### config.mk
export PLATFORM = sky130hd
export DESIGN_NAME = fetch_sequencer
export DESIGN_NICKNAME = d
export VERILOG_FILES = /design/src/rtl/fetch_pkg.sv /design/src/rtl/next_pc_sel.sv /design/src/rtl/fetch_sequencer.sv
export SDC_FILE = /design/constraint.sdc
export NUM_CORES = 1
export LEC_CHECK = 0
export BUFFER_PORTS_ARGS = -buffer_cell sky130_fd_sc_hd__buf_2
export CORE_MARGIN = 2
export CORE_UTILIZATION = 52
export DETAILED_ROUTE_END_ITERATION = 10
export GPL_ROUTABILITY_DRIVEN = 0
export HOLD_SLACK_MARGIN = 0.05
export PLACE_DENSITY_LB_ADDON = 0.15
export SYNTH_ARGS = -nofsm -noshare
export SYNTH_HDL_FRONTEND = slang
export SYNTH_HIERARCHICAL = 1
export SYNTH_SLANG_ARGS = --single-unit
### constraint.sdc
create_clock -name Clk -period 2.65 [get_ports Clk]
set_clock_uncertainty 0.05 [all_clocks]
set_input_delay 0.53 -clock Clk [delete_from_list [all_inputs] [get_ports Clk]]
set_output_delay 0.53 -clock Clk [all_outputs]
set_load 0.05 [all_outputs]
### src/rtl/fetch_pkg.sv
// Shared types and defaults for the fetch sequencer.
// Holds the FSM state enum and the default widths/addresses.
package fetch_pkg;

  typedef enum logic [1:0] {
    S_IDLE = 2'd0,
    S_RUN  = 2'd1,
    S_DONE = 2'd2
  } fetch_state_t;

  localparam int unsigned START_ADDR_DEF = 0;
  localparam int          OW_DEF         = 6;
  localparam int          INSTCOUNT_W    = 16;

endpackage

### src/rtl/next_pc_sel.sv
// Combinational next-address select for the fetch sequencer.
// Hold beats jump, jump beats branch, otherwise step; wraps modulo 2**IW.
import fetch_pkg::*;

module next_pc_sel #(
  parameter int IW = 10,
  parameter int OW = OW_DEF
) (
  input  logic [IW-1:0] pc_i,
  input  logic          hold_i,
  input  logic          jmp_i,
  input  logic [IW-1:0] tgt_i,
  input  logic          br_i,
  input  logic [OW-1:0] off_i,
  output logic [IW-1:0] npc_o
);

  logic [IW-1:0] off_ext;

  assign off_ext = {{(IW-OW){off_i[OW-1]}}, off_i};

  always_comb begin
    npc_o = pc_i + IW'(1);
    if (hold_i) begin
      npc_o = pc_i;
    end else if (jmp_i) begin
      npc_o = tgt_i;
    end else if (br_i) begin
      npc_o = pc_i + off_ext;
    end
  end

endmodule

### src/rtl/fetch_sequencer.sv
// Program counter and fetch sequencer with start/stall/halt control
// and a saturating retired-instruction counter.
import fetch_pkg::*;

module fetch_sequencer #(
  parameter int          IW         = 10,
  parameter int          OW         = OW_DEF,
  parameter int unsigned START_ADDR = START_ADDR_DEF
) (
  input  logic                   Clk,
  input  logic                   Reset,
  input  logic                   Start,
  input  logic                   Stall,
  input  logic                   Halt,
  input  logic                   BranchRel,
  input  logic [OW-1:0]          BrOffset,
  input  logic                   JumpAbs,
  input  logic [IW-1:0]          JumpTarget,
  output logic [IW-1:0]          InstAddress,
  output logic                   InstValid,
  output logic                   Done,
  output logic [INSTCOUNT_W-1:0] InstCount
);

  localparam logic [IW-1:0] START_PC = IW'(START_ADDR);

  fetch_state_t           state_q;
  logic [IW-1:0]          pc_q;
  logic [IW-1:0]          pc_d;
  logic                   valid_q;
  logic                   done_q;
  logic [INSTCOUNT_W-1:0] cnt_q;
  logic [INSTCOUNT_W-1:0] cnt_d;

  next_pc_sel #(
    .IW(IW),
    .OW(OW)
  ) u_npc (
    .pc_i  (pc_q),
    .hold_i(Stall | Halt),
    .jmp_i (JumpAbs),
    .tgt_i (JumpTarget),
    .br_i  (BranchRel),
    .off_i (BrOffset),
    .npc_o (pc_d)
  );

  assign cnt_d = (cnt_q == '1) ? cnt_q
                               : cnt_q + INSTCOUNT_W'(1);

  always_ff @(posedge Clk or posedge Reset) begin
    if (Reset) begin
      state_q <= S_IDLE;
      pc_q    <= START_PC;
      valid_q <= 1'b0;
      done_q  <= 1'b0;
      cnt_q   <= '0;
    end else begin
      unique case (state_q)
        S_IDLE, S_DONE: begin
          if (Start) begin
            state_q <= S_RUN;
            pc_q    <= START_PC;
            valid_q <= 1'b1;
            done_q  <= 1'b0;
            cnt_q   <= '0;
          end
        end
        S_RUN: begin
          // A stalled cycle retires nothing and redirects nothing.
          if (!Stall) begin
            pc_q  <= pc_d;
            cnt_q <= cnt_d;
            if (Halt) begin
              state_q <= S_DONE;
              valid_q <= 1'b0;
              done_q  <= 1'b1;
            end
          end
        end
        default: begin
          state_q <= S_IDLE;
          valid_q <= 1'b0;
          done_q  <= 1'b0;
        end
      endcase
    end
  end

  assign InstAddress = pc_q;
  assign InstValid   = valid_q;
  assign Done        = done_q;
  assign InstCount   = cnt_q;

endmodule

==> impl_results.md, run 1 <==
* Post-CTS Repair Setup Buffers at 0
* Worst-Skew Late Latency at 0.29 ns
* EDFF count, synth at 0
* Final WS setup at 0.2815 ns
* Crit-path cells: buf_2 -> nand2b_1 -> ha_1 -> fa_1 -> a211oi_1 -> o21bai_2 -> mux2i_1 -> nand3_1 -> nor3b_1 -> a22o_1
* FP Rows at 23
* DR WL/cell at 15.41 um
* CTS tree: yes
* GRT met3 Usage at 5.592%
* Mapped Cells at 241
* Status: complete, no violations
* Ys flop type: dfrtp_1
* Ant. Diodes at 0
* Total global routing overflow at 0
* Hold WC Path Type: input pin to async pin
* Via density at just over 6
* Cts hold-fix bufs at 0
* Synth area leader: dfrtp_1
* Post-route ant nets at 0
* H-Tree Depth at 2
* CP Launch Type: input pin
* Final setup violating endpoints at 0
* GRT Total Usage at 24.90%
* Initial antenna violation count at 0
* Post-route minimum period at around 2.4 ns
* Combinational power share at 50.0%
* Final Hold Fails at 0
* Crit-path max FO at 3
* I/O Buffers at 50
* Unrepaired setup endpoints after global routing: false
* Die area at 4644 sq um
* DRC violations left at 0
* Maximum Capacitance Violations at 0
* Cell Area, Synth at 2140 sq um
* CTS Sinks at 29
* Core ar. at 3971 sq um
* Total Routed Length at around 5300 um
* Seq/Total Area, Yosys at between 30% and 40%
* Switching power at 1.187 mW
* Synth cell count leaders: 29 x dfrtp_1, 16 x inv_1, 16 x nand2_1
* Power after layout at 2.431 mW
* First-pass GRT wire length at between 8000 and 9000 um
* Layout cells sized above 1 at 26.78%
* Syn. warnings at 6
* Worst slew margin at between 50% and 60%
* Area delta synth->final at 20.00%
* Crit path DAT at 2.50 ns
* Post-detail-place hpwl at just under 4000 um
* Slowest-stage cell, CP: fa_1
* Mean area per synthesized cell at 8.878 sq um
* Pin count of the biggest net entering global routing at 30
* Worst slew pin tran at 0.6039 ns
* Worst Path Required at roughly 2.8 ns
* Yosys reg bits at 29
* Async set-reset flop share out of synthesis at 100.0%
* Lkg Pwr at 1.253 nW
* M1 GR Usage at 30.48%
* Setup TNS at 0 ns
* Clock slew at reported path FFs at approximately 0.07 ns
* Initial core utilization at about 54%
* Fmax achieved at ~0.42 GHz
* Total vias in the final route at 2104
* Setup crit end kind: register
* DP Area at 2447 sq um
* Detailed router's first-iteration violation count at 135
* Die width at 68.15 um
* Top cell type's share of synthesized area at 33.92%
* Distinct cell type count after synthesis at between 50 and 60
* Int Pwr at 1.244 mW
* GRT met2 Usage at 42.48%
* Final Instance Area at 2567 sq um
* Net Sw Frac at approximately half
* Clock buffer depth at 2
* Net count, final at 324
* Critical Path Max Stage Delay at 0.43 ns
* Vias in the first global route at 1866
* Most instantiated library cell after synthesis: dfrtp_1
* Synth Net Count at 271
* Critical Setup Path Class: input pin to register
* Die Y at 68.15 um
* PD cells at 947.0 nW/um^2
* Synth top area cells: dfrtp_1 34%, a22o_1 4.5%, mux2i_1 4.2%, ha_1 3.5%, nand3_1 3.0%
* I/O pin cnt at 51
* GR peak layer: met2
* Pre-CTS setup slack at -0.02688 ns
* Clock network power share at ~20%
* Final Cycle Share at 89.38%
* Hold WS at about 0.25 ns
* CTS Buf Count at 5
* Slew Limit Fails at 0
* DR pass1 iterations at 4
* Worst vdd ir at 0.5404 mV
* PostCTS Resize Cnt at 0
* Root buffer cell: clkbuf_8
* Seq pwr share at 30.0%
-- cells by family after synthesis --
logic type / synth area share (%)
simple gates: 26.73
buf+inv: 4.269
xor+xnor: 1.228
fa+ha+maj: 4.444
mux: 4.211
compound gates: 25.21
flops: 33.92
-- power groups by stage --
| stage | clock network [mW] | logic [mW] | registers (mW) |
|---|---|---|---|
| after floorplan | 0 | 0.590 | 1.06 |
| after global placement | 0 | 1.20 | 0.731 |
| after detailed placement | 0 | 1.22 | 0.731 |
| after CTS | 0.495 | 1.22 | 0.728 |
| after global routing | 0.514 | 1.30 | 0.753 |
| final | 0.487 | 1.22 | 0.728 |
-- registers in the layout, indices dropped and copies added (netlist names) --
name / flops
state_q: 2
InstCount: 16
InstAddress: 10
InstValid: 1
-- stage by stage --
step	instances	utilization (%)
final	345	64.65
after global routing	345	64.65
after CTS	345	64.65
after detailed placement	337	61.63
after global placement	337	61.63
after floorplan	241	-
-- layout make-up --
cell class	count	area (sq um)
clock inverter	2	37.54
fill	347	1404
multi-input combinational	188	1323
sequential	29	725.7
timing repair buffer	53	272.8
inverter	17	63.81
clock buffer	6	82.58
tap	50	62.56
-- critical path: cells and delay by family --
| family | cells | cell delay (ns) |
|---|---|---|
| AOI/OAI and AO/OA | 3 | 0.68 |
| adders and majority gates | 2 | 0.63 |
| buffers and inverters | 1 | 0.09 |
| muxes | 1 | 0.20 |
| and+or+nand+nor | 3 | 0.37 |
-- layout by cell type, fill, tap and decap left out, types with 4 or more instances in the layout --
cell type,Yosys,layout
and2_1,4,4
nand3_1,13,13
nor2_1,12,12
buf_2,1,50
a21oi_1,7,7
nand2b_1,4,4
o21ai_1,6,6
ha_1,6,6
nor4_1,5,5
nand2_1,16,16
nor3_1,11,11
inv_1,16,16
a22o_1,11,11
a211oi_1,6,6
or3_1,4,4
o21ai_0,8,8
clkbuf_8,0,6
mux2i_1,9,9
dfrtp_1,29,29
o22ai_1,9,9
nand4_1,6,6
-- worst paths after layout --
| kind | slack (ns) | cells after the start | end | from |
|---|---|---|---|---|
| max | 0.28 | 10 | InstAddress[6] | BrOffset[0] |
| max reg2reg | 0.29 | 8 | InstAddress[6] | InstAddress[0] |
| max in group asynchronous | 2.02 | 3 | InstCount[5] | Reset |
| min reg2reg | 0.43 | 2 | InstValid | InstValid |
| min in group Clk | 0.43 | 2 | InstValid | InstValid |
| min | 0.25 | 3 | InstAddress[2] | Reset |
-- metal layers --
layer,up-vias,share of wire [%]
li1,1018,-
met1,990,42
met2,87,50
met3,9,6.6
met4,0,1.6
met5,-,0
Note: power is estimated with default switching activity, not from simulation.
==> inputs of run 2 (changes only) <==
PLACE_DENSITY = 0.78   (was not set)
PLACE_DENSITY_LB_ADDON = not set   (was 0.15)
==> impl_results.md, run 2 (synthesis gave the netlist of run 1 again) <==
* H-Tree Depth at 2 (unchanged)
* Initial antenna violation count at 0 (unchanged)
* Maximum Capacitance Violations at 0 (unchanged)
* R2R cell count at 8 (unchanged)
* GR peak layer: met2 (unchanged)
* Clock buffer depth at 2 (unchanged)
* First-pass GRT wire length at 8431 um (was 8694 um)
* FP Rows at 23 (unchanged)
* I/O Buffers at 50 (unchanged)
* CTS Sinks at 29 (unchanged)
* Commonest non-fill, non-tap cell in the layout: buf_2 (unchanged)
* PostCTS Resize Cnt at 0 (unchanged)
* DP Area at 2462 sq um (was 2447 sq um)
* PD cells at 938.9 nW/um^2 (was 947.0 nW/um^2)
* Post-route minimum period at 2.314 ns (was 2.369 ns)
* I/O pin cnt at 51 (unchanged)
* Worst slew margin at 60.24% (was 59.44%)
* Setup TNS at 0 ns (unchanged)
* Ant. Diodes at 0 (unchanged)
* Final WS setup at 0.3363 ns (was 0.2815 ns)
* Most frequent cells in the layout: 50 x buf_2, 29 x dfrtp_1, 16 x inv_1, 16 x nand2_1, 13 x nand3_1 (unchanged)
* Layout cells sized above 1 at 27.27% (was 26.78%)
* Post-CTS Repair Setup Buffers at 0 (unchanged)
* Pre-CTS setup slack at 0.02837 ns (was -0.02688 ns)
* CP Launch Type: input pin (unchanged)
* GRT met3 Usage at 6.414% (was 5.592%)
* Die area at 4644 sq um (unchanged)
* Worst Path Required at 2.78 ns (about the same)
* Reg2reg start: InstAddress[0] (unchanged)
* Total Routed Length at 5126 um (was 5315 um)
* R2R setup slack at 0.34 ns (was 0.29 ns)
* Worst slew pin tran at 0.5952 ns (was 0.6039 ns)
* Total global routing overflow at 0 (unchanged)
* Hold WS at 0.2445 ns (was 0.2492 ns)
* GRT met2 Usage at 38.59% (was 42.48%)
* Reg2Reg Capture Point: InstAddress[6] (unchanged)
* Finished Core Util at 65.03% (was 64.65%)
* Final Instance Area at 2582 sq um (was 2567 sq um)
* Unrepaired setup endpoints after global routing: false (unchanged)
* Worst vdd ir at 0.4876 mV (was 0.5404 mV)
* Detailed router's first-iteration violation count at 162 (was 135)
* Worst-Skew Late Latency at 0.29 ns (about the same)
* Setup crit end kind: register (unchanged)
* Status: complete, no violations (unchanged)
* CTS tree: yes (unchanged)
* DR pass1 iterations at 4 (unchanged)
* Final Hold Fails at 0 (unchanged)
* Clock slew at reported path FFs at 0.07 ns (about the same)
* GRT Total Usage at 24.06% (was 24.90%)
* Crit path DAT at 2.44 ns (was 2.50 ns)
* Post-route ant nets at 0 (unchanged)
* M1 GR Usage at 30.68% (was 30.48%)
* Die width at 68.15 um (unchanged)
* Root buffer cell: clkbuf_8 (unchanged)
* Pin count of the biggest net entering global routing at 30 (unchanged)
* Final setup violating endpoints at 0 (unchanged)
* Fmax achieved at 0.4322 GHz (was 0.4222 GHz)
* Total vias in the final route at 2095 (was 2104)
* Final Cycle Share at 87.31% (was 89.38%)
* Hold WC Path Type: input pin to async pin (unchanged)
* Net count, final at 326 (was 324)
* Die Y at 68.15 um (unchanged)
* Post-detail-place hpwl at 3765 um (was 3862 um)
* DRC violations left at 0 (unchanged)
* DR WL/cell at 14.77 um (was 15.41 um)
* Area delta synth->final at 20.70% (was 20.00%)
* CTS Buf Count at 5 (unchanged)
* Lkg Pwr at 1.264 nW (was 1.253 nW)
* Critical Setup Path Class: input pin to register (unchanged)
* Initial core utilization at 53.88% (unchanged)
* Cts hold-fix bufs at 0 (unchanged)
* Core ar. at 3971 sq um (unchanged)
* Crit-path max FO at 2 (was 3)
* Max reg flops at 16 (unchanged)
* Via density at 6.037 (was 6.099)
* Vias in the first global route at 1815 (was 1866)
* Slew Limit Fails at 0 (unchanged)
* FILL cells at 346 (was 347)
## run 2: layout make-up
| cell class | instances | area, sq um | share of cell area (%) |
|---|---|---|---|
| clock buffers | 6 | 82.58 | 3.198 |
| clock inverters | 2 | 37.54 | 1.453 |
| inverters | 17 | 63.81 | 2.471 |
| multi-input cells | 188 | 1323 | 51.21 |
| flip-flops and latches | 29 | 725.7 | 28.10 |
| well taps | 50 | 62.56 | 2.422 |
| repair buffers | 55 | 287.8 | 11.14 |
## run 2: worst max-delay path, cell delays in order
cell	delay (ns)
buf_2	0.09
nand2b_1	0.13
ha_1	0.20
fa_1	0.39
a211oi_1	0.30
o21bai_2	0.15
mux2i_1	0.21
nand3_1	0.09
nor3b_1	0.15
a22o_1	0.20
## run 2: layer usage
| metal | wire length, um | up-vias |
|---|---|---|
| li1 | - | 1028 |
| met1 | 2190 | 982 |
| met2 | 2490 | 81 |
| met3 | 386 | 4 |
| met4 | 58 | 0 |
| met5 | 0 | - |
## run 2: worst max-delay path by stage
stage | startpoint | to | slack, ns | cells after the start
floorplan | InstAddress[0] | InstAddress[6] | 0.17 | 8
global placement | BrOffset[0] | InstAddress[6] | 0.06 | 10
detailed placement | BrOffset[0] | InstAddress[6] | 0.03 | 10
CTS | BrOffset[0] | InstAddress[6] | 0.35 | 10
global route | InstAddress[0] | InstAddress[6] | 0.24 | 8
finish | BrOffset[0] | InstAddress[6] | 0.34 | 10
## run 2: metrics by stage
stage / total power [mW] / instances
global placement: 1.921 / 339
CTS: 2.431 / 347
floorplan: 1.648 / 241
finish: 2.425 / 347
detailed placement: 1.940 / 339
global route: 2.576 / 347
## run 2: where the power goes
part	leakage [nW]	switching, mW	internal [mW]
clock	0.0574	0.180	0.305
sequential	0.391	0.174	0.553
combinational	0.815	0.822	0.390
